**config.mk**
```make
export PLATFORM = sky130hd
export DESIGN_NAME = mainfsm_flat
export DESIGN_NICKNAME = d
export VERILOG_FILES = /design/src/rtl/mainfsm_pkg.sv /design/src/rtl/mainfsm_if.sv /design/src/rtl/immdec.sv /design/src/rtl/mainfsm.sv /design/src/flat_wrapper.sv
export SDC_FILE = /design/constraint.sdc
export NUM_CORES = 1
export LEC_CHECK = 0
export BUFFER_PORTS_ARGS = -buffer_cell sky130_fd_sc_hd__buf_4
export CORE_UTILIZATION = 42
export CTS_CLUSTER_DIAMETER = 120
export CTS_CLUSTER_SIZE = 25
export DETAILED_ROUTE_END_ITERATION = 7
export MAX_ROUTING_LAYER = met4
export PLACE_DENSITY_LB_ADDON = 0.08
export SLEW_MARGIN = 25
export SYNTH_ARGS = -nofsm -noshare
export SYNTH_HDL_FRONTEND = slang
export SYNTH_SLANG_ARGS = --single-unit
```
**constraint.sdc**
```tcl
create_clock -name clk -period 1.5 [get_ports clk]
set_clock_uncertainty 0.15 [all_clocks]
set_input_delay 0.225 -clock clk [delete_from_list [all_inputs] [get_ports clk]]
set_output_delay 0.225 -clock clk [all_outputs]
set_load 0.02 [all_outputs]
```
**src/rtl/mainfsm_pkg.sv**
```systemverilog
// Shared control constants for the multicycle RV32I control path:
// state encodings, opcodes, ALUOp codes and datapath select codes.
package mainfsm_pkg;

  localparam int unsigned OP_W    = 7;
  localparam int unsigned STATE_W = 4;
  localparam int unsigned SEL_W   = 2;

  typedef enum logic [STATE_W-1:0] {
    S_FETCH    = 4'd0,
    S_DECODE   = 4'd1,
    S_MEMADR   = 4'd2,
    S_MEMREAD  = 4'd3,
    S_MEMWB    = 4'd4,
    S_MEMWRITE = 4'd5,
    S_EXECUTER = 4'd6,
    S_EXECUTEI = 4'd7,
    S_JAL      = 4'd8,
    S_ALUWB    = 4'd9,
    S_BEQ      = 4'd10
  } state_e;

  localparam logic [OP_W-1:0] OP_LOAD  = 7'b0000011;
  localparam logic [OP_W-1:0] OP_STORE = 7'b0100011;
  localparam logic [OP_W-1:0] OP_RTYPE = 7'b0110011;
  localparam logic [OP_W-1:0] OP_ITYPE = 7'b0010011;
  localparam logic [OP_W-1:0] OP_JAL   = 7'b1101111;
  localparam logic [OP_W-1:0] OP_BEQ   = 7'b1100011;

  localparam logic [SEL_W-1:0] ALUOP_ADD   = 2'b00;
  localparam logic [SEL_W-1:0] ALUOP_SUB   = 2'b01;
  localparam logic [SEL_W-1:0] ALUOP_FUNCT = 2'b10;

  localparam logic [SEL_W-1:0] IMM_I = 2'b00;
  localparam logic [SEL_W-1:0] IMM_S = 2'b01;
  localparam logic [SEL_W-1:0] IMM_B = 2'b10;
  localparam logic [SEL_W-1:0] IMM_J = 2'b11;

  localparam logic [SEL_W-1:0] SRCA_PC    = 2'b00;
  localparam logic [SEL_W-1:0] SRCA_OLDPC = 2'b01;
  localparam logic [SEL_W-1:0] SRCA_RS1   = 2'b10;

  localparam logic [SEL_W-1:0] SRCB_RS2  = 2'b00;
  localparam logic [SEL_W-1:0] SRCB_IMM  = 2'b01;
  localparam logic [SEL_W-1:0] SRCB_FOUR = 2'b10;

  localparam logic [SEL_W-1:0] RES_ALUOUT = 2'b00;
  localparam logic [SEL_W-1:0] RES_DATA   = 2'b01;
  localparam logic [SEL_W-1:0] RES_ALURES = 2'b10;

endpackage

```
**src/rtl/mainfsm_if.sv**
```systemverilog
// Control bundle between the main FSM (master) and the datapath (slave).
interface mainfsm_if;
  import mainfsm_pkg::*;

  logic [OP_W-1:0]  op;
  logic             Zero;
  logic             mem_ready;
  logic             PCWrite;
  logic             Branch;
  logic             PCUpdate;
  logic             IRWrite;
  logic             RegWrite;
  logic             MemWrite;
  logic             AdrSrc;
  logic [SEL_W-1:0] ResultSrc;
  logic [SEL_W-1:0] ALUSrcA;
  logic [SEL_W-1:0] ALUSrcB;
  logic [SEL_W-1:0] ALUOp;
  logic [SEL_W-1:0] ImmSrc;
  logic             illegal;
  logic             retire;

  modport master (
    input  op, Zero, mem_ready,
    output PCWrite, Branch, PCUpdate, IRWrite, RegWrite, MemWrite, AdrSrc,
           ResultSrc, ALUSrcA, ALUSrcB, ALUOp, ImmSrc, illegal, retire
  );

  modport slave (
    output op, Zero, mem_ready,
    input  PCWrite, Branch, PCUpdate, IRWrite, RegWrite, MemWrite, AdrSrc,
           ResultSrc, ALUSrcA, ALUSrcB, ALUOp, ImmSrc, illegal, retire
  );

endinterface

```
**src/rtl/immdec.sv**
```systemverilog
// Immediate-format decode: opcode to ImmSrc, purely combinational.
module immdec
  import mainfsm_pkg::*;
(
  input  logic [OP_W-1:0]  op,
  output logic [SEL_W-1:0] imm_src
);

  always_comb begin
    imm_src = IMM_I;
    case (op)
      OP_STORE: imm_src = IMM_S;
      OP_BEQ:   imm_src = IMM_B;
      OP_JAL:   imm_src = IMM_J;
      default:  imm_src = IMM_I;
    endcase
  end

endmodule

```
**src/rtl/mainfsm.sv**
```systemverilog
// Multicycle Moore control FSM: sequences fetch/decode/execute/memory/writeback
// with ready-handshaked memory accesses; outputs are decoded from the state.
module mainfsm
  import mainfsm_pkg::*;
(
  input  logic      clk,
  input  logic      reset_n,
  mainfsm_if.master bus
);

  state_e           state_q, state_d;
  logic             branch_c, pc_update_c, ir_write_c, reg_write_c, mem_write_c;
  logic             adr_src_c, illegal_c, retire_c;
  logic [SEL_W-1:0] result_src_c, alu_src_a_c, alu_src_b_c, alu_op_c;
  logic [SEL_W-1:0] imm_src;

  immdec u_immdec (
    .op      (bus.op),
    .imm_src (imm_src)
  );

  always_ff @(posedge clk) begin
    if (!reset_n) state_q <= S_FETCH;
    else          state_q <= state_d;
  end

  always_comb begin
    state_d      = state_q;
    branch_c     = 1'b0;
    pc_update_c  = 1'b0;
    ir_write_c   = 1'b0;
    reg_write_c  = 1'b0;
    mem_write_c  = 1'b0;
    adr_src_c    = 1'b0;
    illegal_c    = 1'b0;
    retire_c     = 1'b0;
    result_src_c = RES_ALUOUT;
    alu_src_a_c  = SRCA_PC;
    alu_src_b_c  = SRCB_RS2;
    alu_op_c     = ALUOP_ADD;

    case (state_q)
      S_FETCH: begin
        alu_src_b_c  = SRCB_FOUR;
        result_src_c = RES_ALURES;
        if (bus.mem_ready) begin
          ir_write_c  = 1'b1;
          pc_update_c = 1'b1;
          state_d     = S_DECODE;
        end
      end
      S_DECODE: begin
        alu_src_a_c = SRCA_OLDPC;
        alu_src_b_c = SRCB_IMM;
        case (bus.op)
          OP_LOAD, OP_STORE: state_d = S_MEMADR;
          OP_RTYPE:          state_d = S_EXECUTER;
          OP_ITYPE:          state_d = S_EXECUTEI;
          OP_JAL:            state_d = S_JAL;
          OP_BEQ:            state_d = S_BEQ;
          default: begin
            illegal_c = 1'b1;
            retire_c  = 1'b1;
            state_d   = S_FETCH;
          end
        endcase
      end
      S_MEMADR: begin
        alu_src_a_c = SRCA_RS1;
        alu_src_b_c = SRCB_IMM;
        state_d     = (bus.op == OP_LOAD) ? S_MEMREAD : S_MEMWRITE;
      end
      S_MEMREAD: begin
        adr_src_c = 1'b1;
        if (bus.mem_ready) state_d = S_MEMWB;
      end
      S_MEMWB: begin
        result_src_c = RES_DATA;
        reg_write_c  = 1'b1;
        retire_c     = 1'b1;
        state_d      = S_FETCH;
      end
      // MemWrite stays asserted through every stall cycle of the store
      S_MEMWRITE: begin
        adr_src_c   = 1'b1;
        mem_write_c = 1'b1;
        if (bus.mem_ready) begin
          retire_c = 1'b1;
          state_d  = S_FETCH;
        end
      end
      S_EXECUTER: begin
        alu_src_a_c = SRCA_RS1;
        alu_op_c    = ALUOP_FUNCT;
        state_d     = S_ALUWB;
      end
      S_EXECUTEI: begin
        alu_src_a_c = SRCA_RS1;
        alu_src_b_c = SRCB_IMM;
        alu_op_c    = ALUOP_FUNCT;
        state_d     = S_ALUWB;
      end
      S_JAL: begin
        alu_src_a_c = SRCA_OLDPC;
        alu_src_b_c = SRCB_FOUR;
        pc_update_c = 1'b1;
        state_d     = S_ALUWB;
      end
      S_ALUWB: begin
        reg_write_c = 1'b1;
        retire_c    = 1'b1;
        state_d     = S_FETCH;
      end
      S_BEQ: begin
        alu_src_a_c = SRCA_RS1;
        alu_op_c    = ALUOP_SUB;
        branch_c    = 1'b1;
        retire_c    = 1'b1;
        state_d     = S_FETCH;
      end
      default: state_d = S_FETCH;
    endcase

    // While reset is held, present quiet FETCH selects with every strobe low
    if (!reset_n) begin
      branch_c     = 1'b0;
      pc_update_c  = 1'b0;
      ir_write_c   = 1'b0;
      reg_write_c  = 1'b0;
      mem_write_c  = 1'b0;
      illegal_c    = 1'b0;
      retire_c     = 1'b0;
      adr_src_c    = 1'b0;
      result_src_c = RES_ALURES;
      alu_src_a_c  = SRCA_PC;
      alu_src_b_c  = SRCB_FOUR;
      alu_op_c     = ALUOP_ADD;
    end
  end

  assign bus.PCWrite   = (branch_c & bus.Zero) | pc_update_c;
  assign bus.Branch    = branch_c;
  assign bus.PCUpdate  = pc_update_c;
  assign bus.IRWrite   = ir_write_c;
  assign bus.RegWrite  = reg_write_c;
  assign bus.MemWrite  = mem_write_c;
  assign bus.AdrSrc    = adr_src_c;
  assign bus.ResultSrc = result_src_c;
  assign bus.ALUSrcA   = alu_src_a_c;
  assign bus.ALUSrcB   = alu_src_b_c;
  assign bus.ALUOp     = alu_op_c;
  assign bus.ImmSrc    = imm_src;
  assign bus.illegal   = illegal_c;
  assign bus.retire    = retire_c;

endmodule

```
**src/flat_wrapper.sv**
```systemverilog
// flat-port wrapper written by rule: the top's interface ports become plain ports
module mainfsm_flat import mainfsm_pkg::*;
  (clk, reset_n, bus_op, bus_Zero, bus_mem_ready, bus_PCWrite, bus_Branch, bus_PCUpdate, bus_IRWrite, bus_RegWrite, bus_MemWrite, bus_AdrSrc, bus_ResultSrc, bus_ALUSrcA, bus_ALUSrcB, bus_ALUOp, bus_ImmSrc, bus_illegal, bus_retire);
  mainfsm_if bus_i ();
  input  logic clk;
  input  logic reset_n;
  input wire logic [$bits(bus_i.op)-1:0] bus_op;
  input wire logic [$bits(bus_i.Zero)-1:0] bus_Zero;
  input wire logic [$bits(bus_i.mem_ready)-1:0] bus_mem_ready;
  output wire logic [$bits(bus_i.PCWrite)-1:0] bus_PCWrite;
  output wire logic [$bits(bus_i.Branch)-1:0] bus_Branch;
  output wire logic [$bits(bus_i.PCUpdate)-1:0] bus_PCUpdate;
  output wire logic [$bits(bus_i.IRWrite)-1:0] bus_IRWrite;
  output wire logic [$bits(bus_i.RegWrite)-1:0] bus_RegWrite;
  output wire logic [$bits(bus_i.MemWrite)-1:0] bus_MemWrite;
  output wire logic [$bits(bus_i.AdrSrc)-1:0] bus_AdrSrc;
  output wire logic [$bits(bus_i.ResultSrc)-1:0] bus_ResultSrc;
  output wire logic [$bits(bus_i.ALUSrcA)-1:0] bus_ALUSrcA;
  output wire logic [$bits(bus_i.ALUSrcB)-1:0] bus_ALUSrcB;
  output wire logic [$bits(bus_i.ALUOp)-1:0] bus_ALUOp;
  output wire logic [$bits(bus_i.ImmSrc)-1:0] bus_ImmSrc;
  output wire logic [$bits(bus_i.illegal)-1:0] bus_illegal;
  output wire logic [$bits(bus_i.retire)-1:0] bus_retire;
  assign bus_i.op = bus_op;
  assign bus_i.Zero = bus_Zero;
  assign bus_i.mem_ready = bus_mem_ready;
  assign bus_PCWrite = bus_i.PCWrite;
  assign bus_Branch = bus_i.Branch;
  assign bus_PCUpdate = bus_i.PCUpdate;
  assign bus_IRWrite = bus_i.IRWrite;
  assign bus_RegWrite = bus_i.RegWrite;
  assign bus_MemWrite = bus_i.MemWrite;
  assign bus_AdrSrc = bus_i.AdrSrc;
  assign bus_ResultSrc = bus_i.ResultSrc;
  assign bus_ALUSrcA = bus_i.ALUSrcA;
  assign bus_ALUSrcB = bus_i.ALUSrcB;
  assign bus_ALUOp = bus_i.ALUOp;
  assign bus_ImmSrc = bus_i.ImmSrc;
  assign bus_illegal = bus_i.illegal;
  assign bus_retire = bus_i.retire;
  mainfsm u_core (.clk(clk), .reset_n(reset_n), .bus(bus_i));
endmodule
```
==> qor.yml, run 1 <==
post_cts_resize_count: 77
io_buffer_count: 29
die_height_um: 42.7
synth_simple_gate_area_share_pct: 44.7
synth_cell_type_count: 37
synth_top_family_by_area: "simple AND/OR/NAND/NOR gates"
htree_num_levels: 1
synth_fa_ha_area_share_pct: 0
yosysTopAreaCellShare_pct: 11.5
synth-xor-area-share_pct: 6.28
postCtsSetupBuffers: 17
place_hpwl_mm: 2.21
synth_warnings: 0
synth_mux_area_share_pct: 4.31
io_pins: 30
synth_edf_count: 0
cts_buffers: 3
rows: 14
synth.avg_cell_area_sq_um: 6.57
synth_area_leaders: "dfxtp_1 (11%), nor2_1 (7.0%), xnor2_1 (5.0%)"
postCtsHoldBufs: 0
syn_area_sq_um: 697
yosys.area.top_type: "dfxtp_1"
place.gp.congestion: 0.924
start_util_pct: 45.7
synthArstFlopShare_pct: 0
chipWidth_um: 42.7
ys.flop_type: "dfxtp_1"
status: "did not finish"
netlist_instances: 106
stop_stage: "clock tree synthesis"
syn_nets: 117
cts_sinks: 4
synth_compound_area_share_pct: 24.8
cts_root_buf: "clkbuf_4"
synth-seq-cells: 4
seq_area_frac_synth_pct: 11.5
error: "[ERROR DPL-0038] Utilization greater than 100%, impossible to legalize"
clk_path_buf_depth: 2
cell usage after synthesis, types with 2 or more instances:
library cell / count
a21oi_1: 6
o22ai_1: 2
nor3b_1: 2
xnor2_1: 4
buf_2: 5
o311a_1: 3
nand2b_1: 3
nor4_1: 4
mux2i_1: 3
nand3_1: 4
or3_4: 2
inv_1: 4
or2_2: 2
dfxtp_1: 4
nand2_1: 9
nor2_1: 13
clkbuf_1: 3
nor3_1: 6
nor2b_1: 4
o21ai_0: 5
and2_1: 2
through the flow:
step | setup slack [ns] | util [%] | cell area [sq um] | hold WS [ns] | instances
detailed placement | -0.363 | 80.2 | 1220 | 0.537 | 178
global placement | -0.335 | 80.2 | 1220 | 0.524 | 178
floorplan | -0.114 | - | 787 | 0.319 | 106
cell families after synthesis:
kind of cell	Yosys count
flops	4
buf+inv	13
mux	3
xor+xnor	5
simple gates	56
compound gates	25
==> inputs of run 2 (changes only) <==
- CORE_AREA: not set -> 2 2 63 65
- CORE_UTILIZATION: 42 -> not set
- CTS_CLUSTER_DIAMETER: 120 -> not set
- CTS_CLUSTER_SIZE: 25 -> not set
- DIE_AREA: not set -> 0 0 65 67
- MAX_ROUTING_LAYER: met4 -> not set
- PLACE_DENSITY_LB_ADDON: 0.08 -> 0.15
- clock period: 1.5 -> 2 ns (I/O delays scaled with it)
==> run 2 against run 1 <==
Synthesized area unchanged. Synthesized cell count did not move. The run now ends clean.
==> qor.yml, run 2 <==
core_sq_um: 3610
grt_pass1_vias: 838
first_pass_iters: 4
syn_nets: 117
crit_type: "in2out"
cap_violations: 0
worst_slack_ns: 0.0117
max_slew_margin_pct: 79.0
synth.avg_cell_area_sq_um: 6.57
leakage_nw: 0.499
place.gp.congestion: 0.805
synth_area_leaders: "dfxtp_1 (11%), nor2_1 (7.0%), xnor2_1 (5.0%)"
cts_sinks: 4
design_area_sq_um: 1120
dp_cells: 187
via_per_inst: 4.71
endpoint_kind: "output port"
synth_warnings: 0
die_area_sq_um: 4360
synth.most_common_cell: "nor2_1"
final_cell_mix: "buf_4 (39), nor2_1 (13), nand2_1 (8)"
final_util_pct: 31.1
path_max_fanout: 2
antenna_found_initial: 0
wl_per_cell_um: 13.0
grt_pass1_wl_mm: 3.75
drive_above_1_share_pct: 42.7
top_register: "u_core.state_q"
drc: 0
place_hpwl_mm: 1.92
arrival_ns: 1.54
fill_cells: 391
io_buffer_count: 29
drv_slew: 0
rows: 22
nNetsFinal: 156
multiInputGateArea_sq_um: 582
grt_max_degree: 16
largest_reg_flops: 4
vias: 899
antenna_cells: 0
pwr_density_cell_nw_per_um2: 346
tightestPinTransition_ns: 0.310
fmax_ghz: 0.503
ys.flop_type: "dfxtp_1"
synth_edf_count: 0
clkLatencyLatePin_ns: 0.21
grt_use_total_pct: 11.2
synth-seq-cells: 4
syn_area_sq_um: 697
clk_path_buf_depth: 2
required_ns: 1.55
final_common_cell: "buf_4"
ir_drop_v: 0.000162
yosys.area.top_type: "dfxtp_1"
period_needed_ns: 1.99
worstHoldPathType: "in2reg"
fin_cells: 191
final_antenna_net_count: 0
drt_iter0_markers: 37
yosysTopAreaCellShare_pct: 11.5
cts_root_buf: "clkbuf_8"
netlist_instances: 106
cts_buffers: 3
synth_cell_type_count: 37
status: "complete, no violations"
io_pins: 30
die_height_um: 67
setup_viol: 0
seq_area_frac_synth_pct: 11.5
largestRegisters: "u_core.state_q (4)"
final_hold_viol_count: 0
register_area_sq_um: 86.3
synthArstFlopShare_pct: 0
start_util_pct: 19.3
htree_num_levels: 1
synth_common_cells: "nor2_1 (13), nand2_1 (9), a21oi_1 (6), nor3_1 (6)"
chipWidth_um: 65
clk_pin_slew_worst_paths_ns: 0.03
dpl_cell_area_sq_um: 1030
startpoint_type: "input port"
cts_tree: "yes"
min_period_over_period_pct: 99.4
dp_slack_ns: -0.0293
syn_to_final_growth_pct: 61.0
overflow: 0
drt-total-wl_mm: 2.48
run 2: area by class of cell:
class                      count  area share, %
clock buffer                   3           3.68
tap                           48           5.35
timing repair buffer          43           30.1
inverter                       4           1.34
sequential                     4           7.69
multi-input combinational     89           51.8
run 2: critical path, cell delays in order:
cell and delay [ns]:
buf_6 0.09, or3_4 0.38, o211ai_1 0.21, a21oi_2 0.07, o311a_1 0.35, buf_6 0.13
run 2: kinds of logic (layout without fill, tap and decap cells):
group	Yosys count	in the layout	synth area share [%]
muxes	3	3	4.31
AOI/OAI and AO/OA	25	25	24.8
DFF	4	4	11.5
buffers and inverters	13	50	8.44
and+or+nand+nor	56	56	44.7
xor gates and xnor gates	5	5	6.28
run 2: metal layers:
| metal | vias up | track usage (%) | wire, um |
|---|---|---|---|
| met5 | - | 0 | 0 |
| met4 | 0 | 5.32 | 14 |
| met3 | 2 | 1.69 | 91 |
| met2 | 25 | 20.5 | 1280 |
| met1 | 411 | 12.8 | 1090 |
| li1 | 461 | - | - |
run 2: power breakdown:
group / internal [W] / total [W] / switching [W] / leakage (nW)
clock network: 0.000128 / 0.000168 / 0.0000397 / 0.0216
logic: 0.0000627 / 0.000134 / 0.0000709 / 0.444
registers: 0.0000820 / 0.0000864 / 0.00000434 / 0.0341
total: 0.000273 / 0.000388 / 0.000115 / 0.499
run 2: path summary, 6_finish.rpt:
check / from / to / depth (start not counted) / slack, ns
hold / removal: reset_n / u_core.state_q[0]$_SDFFE_PN0P_ / 2 / 0.26
hold reg to reg: u_core.state_q[3]$_SDFFE_PN0P_ / u_core.state_q[3]$_SDFFE_PN0P_ / 2 / 0.59
setup / recovery: bus_op[3] / bus_retire / 6 / 0.01
setup reg to reg: u_core.state_q[1]$_SDFFE_PN0P_ / u_core.state_q[3]$_SDFFE_PN0P_ / 4 / 0.36
run 2: repair_timing:
item                       in CTS  in global routing
hold buffers                    0                  0
pin swaps                       0                  3
buffers inserted                0                  1
resized for setup               3                 10
setup endpoints to repair       4                  9
cloned                          0                  0
run 2: through the flow:
| stage | total power, W | hold WS [ns] | setup TNS [ns] |
|---|---|---|---|
| 6_report | 0.000388 | 0.261 | 0 |
| 3_5_place_dp | 0.000214 | 0.488 | -0.0293 |
| 3_3_place_gp | 0.000215 | 0.495 | -0.0224 |
| 5_1_grt | 0.000412 | 0.260 | -0.0147 |
| 4_1_cts | 0.000387 | 0.255 | -0.0409 |
| 2_1_floorplan | 0.000157 | 0.394 | 0 |
(Power assumes the default switching activity.)
